[src/rtl/lsu_pkg.sv]
// Shared definitions for the load/store initiator: op and state encodings,
// address helpers and the data-memory base address.
package lsu_pkg;

    typedef enum logic [2:0] {
        OP_LW  = 3'd0,
        OP_LH  = 3'd1,
        OP_LHU = 3'd2,
        OP_LB  = 3'd3,
        OP_LBU = 3'd4,
        OP_SW  = 3'd5,
        OP_SH  = 3'd6,
        OP_SB  = 3'd7
    } op_e;

    typedef enum logic [2:0] {
        IDLE  = 3'd0,
        RD    = 3'd1,
        WR    = 3'd2,
        DONE  = 3'd3,
        ABORT = 3'd4
    } state_e;

    localparam logic [31:0] DRAM_BASE = 32'h1001_0000;

    function automatic logic is_load(op_e op);
        case (op)
            OP_LW, OP_LH, OP_LHU, OP_LB, OP_LBU: return 1'b1;
            default:                             return 1'b0;
        endcase
    endfunction

    // Byte ops can never be misaligned.
    function automatic logic is_misaligned(op_e op, logic [1:0] a);
        case (op)
            OP_LW, OP_SW:         return (a != 2'b00);
            OP_LH, OP_LHU, OP_SH: return a[0];
            default:              return 1'b0;
        endcase
    endfunction

    // Clears the address bits below the natural alignment of the op.
    function automatic logic [31:0] align_addr(op_e op, logic [31:0] a);
        case (op)
            OP_LW, OP_SW:         return {a[31:2], 2'b00};
            OP_LH, OP_LHU, OP_SH: return {a[31:1], 1'b0};
            default:              return a;
        endcase
    endfunction

endpackage

[src/rtl/lsu_lane_unit.sv]
// Combinational lane logic: picks the byte/halfword lane out of a memory
// word and extends it for loads, and splices store data into the word for
// sub-word read-modify-write.
module lsu_lane_unit
    import lsu_pkg::*;
#(
    parameter bit BIG_ENDIAN = 1'b0
) (
    input  op_e         op,
    input  logic [1:0]  byte_sel,
    input  logic [31:0] word,
    input  logic [15:0] wdata,
    output logic [31:0] load_data,
    output logic [31:0] merged
);

    logic [1:0]  blane;
    logic        hlane;
    logic [4:0]  bsh;
    logic [4:0]  hsh;
    logic [7:0]  bval;
    logic [15:0] hval;

    // Lane selection, load extension and store merge.
    always_comb begin
        blane = BIG_ENDIAN ? ~byte_sel : byte_sel;
        hlane = BIG_ENDIAN ? ~byte_sel[1] : byte_sel[1];
        bsh   = {blane, 3'b000};
        hsh   = {hlane, 4'b0000};
        bval  = 8'(word >> bsh);
        hval  = 16'(word >> hsh);

        load_data = word;
        case (op)
            OP_LB:   load_data = {{24{bval[7]}}, bval};
            OP_LBU:  load_data = {24'h0, bval};
            OP_LH:   load_data = {{16{hval[15]}}, hval};
            OP_LHU:  load_data = {16'h0, hval};
            default: load_data = word;
        endcase

        merged = word;
        case (op)
            OP_SB:   merged = (word & ~(32'h0000_00FF << bsh)) | ({24'h0, wdata[7:0]} << bsh);
            OP_SH:   merged = (word & ~(32'h0000_FFFF << hsh)) | ({16'h0, wdata} << hsh);
            default: merged = word;
        endcase
    end

endmodule

[src/rtl/lsu_mem_ctrl.sv]
// Load/store initiator between the MEM stage and a word-wide data memory.
// One request in flight; sub-word stores are done as read-modify-write.
//
//   state | meaning
//   ------+-------------------------------------------------------------
//   IDLE  | ready for a request; req_ready high
//   RD    | word read from memory, captured into word_q at the end
//   WR    | word write (full store or merged sub-word store)
//   DONE  | completion pulse; load result presented on rdata
//   ABORT | misaligned access rejected, done+err, no memory cycle
module lsu_mem_ctrl
    import lsu_pkg::*;
#(
    parameter bit BIG_ENDIAN      = 1'b0,
    parameter bit ERR_ON_MISALIGN = 1'b1
) (
    input  logic        clk,
    input  logic        rst,
    input  logic        req_valid,
    output logic        req_ready,
    input  logic [2:0]  req_op,
    input  logic [31:0] req_addr,
    input  logic [31:0] req_wdata,
    output logic        done,
    output logic        err,
    output logic [31:0] rdata,
    output logic        mem_ena,
    output logic        mem_wena,
    output logic [31:0] mem_addr,
    output logic [31:0] mem_wdata,
    input  logic [31:0] mem_rdata
);

    state_e      state_q;
    state_e      state_d;
    op_e         op_q;
    op_e         req_op_e;
    logic [31:0] addr_q;
    logic [31:0] wdata_q;
    logic [31:0] word_q;
    logic [31:0] rdata_q;
    logic        accept;
    logic [31:0] load_ext;
    logic [31:0] merged;

    assign req_op_e = op_e'(req_op);

    lsu_lane_unit #(
        .BIG_ENDIAN (BIG_ENDIAN)
    ) u_lane (
        .op        (op_q),
        .byte_sel  (addr_q[1:0]),
        .word      (word_q),
        .wdata     (wdata_q[15:0]),
        .load_data (load_ext),
        .merged    (merged)
    );

    // Memory side is driven only from state and latched registers.
    assign mem_addr = {addr_q[31:2], 2'b00};

    // The load result is visible during the DONE pulse and held afterwards.
    assign rdata = (state_q == DONE && is_load(op_q)) ? load_ext : rdata_q;

    // Next-state and output decode.
    always_comb begin
        state_d   = state_q;
        accept    = 1'b0;
        req_ready = 1'b0;
        done      = 1'b0;
        err       = 1'b0;
        mem_ena   = 1'b0;
        mem_wena  = 1'b0;
        mem_wdata = 32'h0;
        case (state_q)
            IDLE: begin
                req_ready = 1'b1;
                if (req_valid) begin
                    accept = 1'b1;
                    if (ERR_ON_MISALIGN && is_misaligned(req_op_e, req_addr[1:0]))
                        state_d = ABORT;
                    else if (req_op_e == OP_SW)
                        state_d = WR;
                    else
                        state_d = RD;
                end
            end
            RD: begin
                mem_ena = 1'b1;
                state_d = is_load(op_q) ? DONE : WR;
            end
            WR: begin
                mem_wena  = 1'b1;
                mem_wdata = (op_q == OP_SW) ? wdata_q : merged;
                state_d   = DONE;
            end
            DONE: begin
                done    = 1'b1;
                state_d = IDLE;
            end
            ABORT: begin
                done    = 1'b1;
                err     = 1'b1;
                state_d = IDLE;
            end
            default: state_d = IDLE;
        endcase
    end

    // State and datapath registers; reset drops any transaction in flight.
    always_ff @(posedge clk) begin
        if (rst) begin
            state_q <= IDLE;
            op_q    <= OP_LW;
            addr_q  <= 32'h0;
            wdata_q <= 32'h0;
            word_q  <= 32'h0;
            rdata_q <= 32'h0;
        end else begin
            state_q <= state_d;
            if (accept) begin
                op_q    <= req_op_e;
                // Aligned requests are unchanged; misaligned ones either abort
                // or proceed with the low bits forced to alignment.
                addr_q  <= align_addr(req_op_e, req_addr);
                wdata_q <= req_wdata;
            end
            if (state_q == RD)
                word_q <= mem_rdata;
            if (state_q == DONE && is_load(op_q))
                rdata_q <= load_ext;
        end
    end

endmodule
[config.mk]
export PLATFORM = sky130hd
export DESIGN_NAME = lsu_mem_ctrl
export DESIGN_NICKNAME = d
export VERILOG_FILES = /design/src/rtl/lsu_pkg.sv /design/src/rtl/lsu_lane_unit.sv /design/src/rtl/lsu_mem_ctrl.sv
export SDC_FILE = /design/constraint.sdc
export NUM_CORES = 1
export LEC_CHECK = 0
export ABC_AREA = 1
export CAP_MARGIN = 10
export CORE_MARGIN = 3
export CORE_UTILIZATION = 53
export CTS_BUF_LIST = sky130_fd_sc_hd__clkbuf_4 sky130_fd_sc_hd__clkbuf_8
export CTS_CLUSTER_SIZE = 14
export DETAILED_ROUTE_END_ITERATION = 7
export GPL_TIMING_DRIVEN = 0
export PLACE_DENSITY = 0.91
export RECOVER_POWER = 100
export SLEW_MARGIN = 25
export SYNTH_ARGS = -nofsm -noshare
export SYNTH_HDL_FRONTEND = slang
export SYNTH_SLANG_ARGS = --single-unit
[constraint.sdc]
create_clock -name clk -period 2.85 [get_ports clk]
set_clock_uncertainty 0.15 [all_clocks]
set_input_delay 0.57 -clock clk [delete_from_list [all_inputs] [get_ports clk]]
set_output_delay 0.57 -clock clk [all_outputs]
set_load 0.03 [all_outputs]
# [After elaboration in Yosys (flattened, before gate mapping)]
# Index checks and enable logic that the tools add are counted.
[word_totals] reg_bits=134 out_inout_bits=101 elab_cells=68
[op_classes] n_reduce_logical=10 shift=6 eq_ne=16 n_mux=24 n_bitwise=6
[ops] operator="32-bit case mux with 4 select lines" n=1
[ops] operator="32-bit two-way mux" n=3
[ops] operator="32-bit bitwise AND" n=2
[ops] operator="32-bit NOT" n=2
[ops] operator="32-bit OR" n=2
[ops] operator="32-bit case mux with 2 select lines" n=1
[ops] operator="16-bit by 5-bit << shifter with 32-bit output" n=1
[ops] operator="16-bit by 5-bit << shifter with 32-bit output (first input constant)" n=1
[ops] operator="8-bit by 5-bit << shifter with 32-bit output" n=1
[ops] operator="8-bit by 5-bit << shifter with 32-bit output (first input constant)" n=1
[ops] operator="32-bit by 5-bit >> shifter with 16-bit output" n=1
[ops] operator="32-bit by 5-bit >> shifter with 8-bit output" n=1
[ops] operator="3-bit == test (second input constant)" n=7
[ops] operator="3-bit by 2-bit == test with 1-bit output (second input constant)" n=5
[ops] operator="1-bit two-way mux" n=13
[ops] operator="3-bit by 1-bit == test with 1-bit output (second input constant)" n=3
[ops] operator="3-bit logical NOT" n=3
[ops] operator="3-bit case mux with 3 select lines" n=1
[ops] operator="3-bit two-way mux" n=2
[ops] operator="5-bit OR reduction" n=1
[ops] operator="2-bit case mux with 2 select lines" n=1
[ops] operator="2-bit OR reduction" n=2
[ops] operator="3-bit OR reduction" n=1
[ops] operator="1-bit logical AND" n=2
[ops] operator="4 further kinds" n=4

# [Logic depth before layout (Yosys ltp)]
[depth] word_depth=8 ltp_mapped=12 ltp_nobuf=9

# [Modules after synthesis]
# A second synthesis with hierarchy kept.
[unflattened] cells_unflattened=1214 area_unflattened_um2=7584.8
[by_module_without_submodules] mod="lsu_mem_ctrl" seq_area_each_um2=2682.6 cells_each=782 instances=1 area_each_um2=5665.4
[by_module_without_submodules] mod="lsu_lane_unit" seq_area_each_um2=0.0 cells_each=432 instances=1 area_each_um2=1919.3

# [Least setup slack after synthesis]
# Ideal clock, no wire load.
[synth_path] path_kind="register to output" from="reg state_q[1]" to="out mem_wdata[22]" setup_slack_ns=0.281 arrival_time_ns=1.849 path_buffers=1 path_stages_with_launch=6 path_cell_list="dfxtp_1 inv_1 nor3_2 clkbuf_1 o21ai_0 a21oi_1"
[synth_via] elab_chain_len=2
[synth_lines] element="start, declared" line="lsu_mem_ctrl.sv:34" source="state_e state_q;"
[synth_lines] element="start signal, assigned" line="lsu_mem_ctrl.sv:120" source="state_q <= state_d;"
[synth_lines] element="3-bit by 2-bit == test with 1-bit output" line="lsu_mem_ctrl.sv:75" source="case (state_q)"
[synth_lines] element="32-bit two-way mux" line="lsu_mem_ctrl.sv:75"
[synth_lines] element="end, declared" line="lsu_mem_ctrl.sv:30" source="output logic [31:0] mem_wdata,"
# No other way between the ends.

# [Worst setup path in the final report]
[layout_path] from="reg state_q[1]" to="out mem_wdata[5]"
# Same word-level chain as after synthesis.

==> out/metrics.cfg <==
[setup_path]
crit_fanout = 10
crit_start = state_q[1]$_SDFFE_PP0P_
reg2reg_depth = 7
critical_path_class = flip-flop to output port
start_kind = flip-flop
worst_r2r_endpoint = wdata_q[6]$_SDFFE_PP0P_
arrival_ns = 2.16
r2r_start = state_q[1]$_SDFFE_PP0P_
critical_path_required_ns = 2.13
crit_path_end = mem_wdata[5]
cp-end-kind = output port
reg2reg_setup_slack_ns = 0.82

[synth]
yosysWarnings = 0
syn_inst = 1057
synthMuxAreaShare = 0
yosysUniqueCellTypes = 31
netlist_top_cells_count = 193 x nand2_1, 162 x o21ai_0, 137 x nor2_1
synthAdderAreaFrac = 0
synth.most_common_cell = nand2_1
synth-compound-area-share = 0.236
syn_avg_cell_area_um2 = 6.62
yosysTopAreaCell = dfxtp_1
synth_area_leaders = dfxtp_1 38%, o21ai_0 12%, nand2_1 10%
netlist.area_leader.share = 0.383
synthXorXnorAreaFrac = 0
synth_seq_area_share = 0.383
synthArstFlopShare = 0
synth_top_family_by_area = simple AND/OR/NAND/NOR gates
ys_seq_elements = 134
synth_edf_count = 0
synth_flop_cell = dfxtp_1
synth-simple-area-share = 0.248
syn-cell-area_um2 = 7000

[layout]
nFillCells = 876
fin_nets = 1399
regArea_um2 = 2690
final_area_um2 = 9960
area.growth.synth_to_final_pct = 42.4
multi_input_area_um2 = 3620
diodes = 0
layout-drive-gt1-share = 0.207
utilization = 0.780
stdcell_count = 1479

[timing]
worst_hold_slack_ns = 0.319
finalSetupTns_ns = -0.0913
max_freq_mhz = 347
rsz0062_at_grt = yes
fin_crit_sh = 1.01
finalSetupViolCount = 4
final_hold_viol_count = 0
slew_headroom = 0.650
worst_slack_ns = -0.0299
slew_viol_final = 0
fin_crit_ns = 2.88
tightest_slew_ns = 0.525

[clocking]
clock_sinks = 134
clk_pin_slew_worst_paths_ns = 0.07
cts_root_buffer = clkbuf_8
postCtsHoldBufs = 0
cts_max_level = 4
ctsLongestPathBuffers = 2
cts_tree = done
worstSkewPairLatency_ns = 0.46
cts_inserted_buffers = 17

[power]
seqPwrFrac = 0.390
power.switching_mw = 2.13
p_comb_frac = 0.341
p_leak_nw = 4.45
intPower_mw = 3.79
p_sw_frac = 0.360
max-vdd-ir-drop_uv = 475
pwr-share-clk = 0.269
powerDensity_nw_per_um2 = 594
power_mw = 5.91

[grt]
grt_max_degree = 17
use_met2 = 0.536
antenna_found_initial = 0
grtUsageTotal = 0.323
grt_util_met1 = 0.365
grt_util_met3 = 0.102
gr-total-overflow = 0
top_usage_layer = met2
grt_pass1_wl_mm = 36.9
grt_pass1_vias = 7602

[placement]
dp_cells = 1429
dp_hpwl_mm = 18.1
pre_cts_ws_ns = -0.286
io_buffer_count = 199
dpl-instance-area_um2 = 9210
place.gp.congestion = 1.02

[worst_hold_path]
hp-class = input port to flip-flop

[floorplanning]
dieArea_um2 = 14600
core_um2 = 12800
row_count = 41
fp.dieH_um = 121
die_w_um = 121
io_pins = 203
initial_core_util = 0.548

[run_status]
violations = setup timing
outcome = finished, violations left

[route]
routed_wl_mm = 24.9
wl_per_cell_um = 16.8
dr.first_iter.drc_count = 877
vias = 8091
drc_errors = 0
via_per_inst = 5.47
drt_first_pass_iters = 6
ant_nets = 0

[run]
maxCapViolCount = 0

how the worst min path moves through the flow:
stage                        startpoint                        to  cells after the start
2_1_floorplan  wdata_q[10]$_SDFFE_PP0P_  wdata_q[10]$_SDFFE_PP0P_                      2
3_3_place_gp   wdata_q[10]$_SDFFE_PP0P_  wdata_q[10]$_SDFFE_PP0P_                      2
3_5_place_dp    wdata_q[8]$_SDFFE_PP0P_   wdata_q[8]$_SDFFE_PP0P_                      2
4_1_cts                             rst   rdata_q[9]$_SDFFE_PP0N_                      2
5_1_grt                             rst   rdata_q[9]$_SDFFE_PP0N_                      2
6_report                            rst   rdata_q[9]$_SDFFE_PP0N_                      2
state kept, by name (all words and copies together), names as in the netlist:
| signal | flops |
|---|---|
| addr_q | 32 |
| op_q | 3 |
| rdata_q | 32 |
| state_q | 3 |
| wdata_q | 32 |
| word_q | 32 |
placed cells by master (no fill, tap or decap), types with 3 or more instances in the layout:
| cell type | instances |
|---|---|
| a21oi_1 | 114 |
| a21oi_2 | 6 |
| buf_2 | 33 |
| buf_4 | 69 |
| buf_6 | 22 |
| buf_8 | 4 |
| clkbuf_1 | 33 |
| clkbuf_16 | 3 |
| clkbuf_2 | 8 |
| clkbuf_4 | 14 |
| clkbuf_8 | 21 |
| clkdlybuf4s50_1 | 133 |
| dfxtp_1 | 130 |
| inv_1 | 89 |
| inv_2 | 8 |
| nand2_1 | 168 |
| nand2_2 | 22 |
| nand2_4 | 8 |
| nand3_1 | 36 |
| nor2_1 | 136 |
| nor2_4 | 6 |
| o21ai_0 | 157 |
| o21ai_1 | 9 |
| o21ai_2 | 18 |
| o22ai_2 | 8 |
| or2_0 | 10 |
| or2_1 | 13 |
| or2_2 | 4 |
power groups by stage:
| stage | Clock, mW | Sequential, mW | Combinational, mW |
|---|---|---|---|
| 2_1_floorplan | 0 | 2.25 | 1.22 |
| 3_3_place_gp | 0 | 2.31 | 1.81 |
| 3_5_place_dp | 0 | 2.32 | 1.84 |
| 4_1_cts | 1.60 | 2.28 | 1.89 |
| 5_1_grt | 1.67 | 2.31 | 2.18 |
| 6_report | 1.59 | 2.31 | 2.02 |
cell families (layout without fill, tap and decap cells):
kind of cell           Yosys count  in the layout
and+or+nand+nor                409            409
AOI/OAI and AO/OA              316            316
buffers and inverters          197            446
DFF                            134            134
other                            1              2
cell type report:
type                       instances  share of cell area
buffer                            97              0.0614
clock buffer                      25              0.0320
clock inverter                     4             0.00703
inverter                         100              0.0389
multi-input combinational        727               0.364
sequential                       134               0.270
tap                              172              0.0216
timing repair buffer             220               0.205
metal layers:
layer  vias up  wire length, um
met3       117             2860
met5         -                0
met1      3598             8780
met2       501            11700
li1       3875                -
met4         0             1510
what timing repair did:
| action | in CTS | in global routing |
|---|---|---|
| endpoints found under the setup margin | 66 | 59 |
| cloned | 0 | 3 |
| resized for setup | 372 | 138 |
| pin swaps | 6 | 27 |
| buffers inserted | 12 | 6 |
| endpoints found under the hold margin | 0 | 0 |
worst max-delay path: stages (launching register included):
cell and delay [ns]:
dfxtp_1 0.42, inv_1 0.12, nor3_4 0.33, clkbuf_4 0.28, o21ai_0 0.11, a21oi_1 0.23, buf_4 0.21
(Power assumes the default switching activity.)
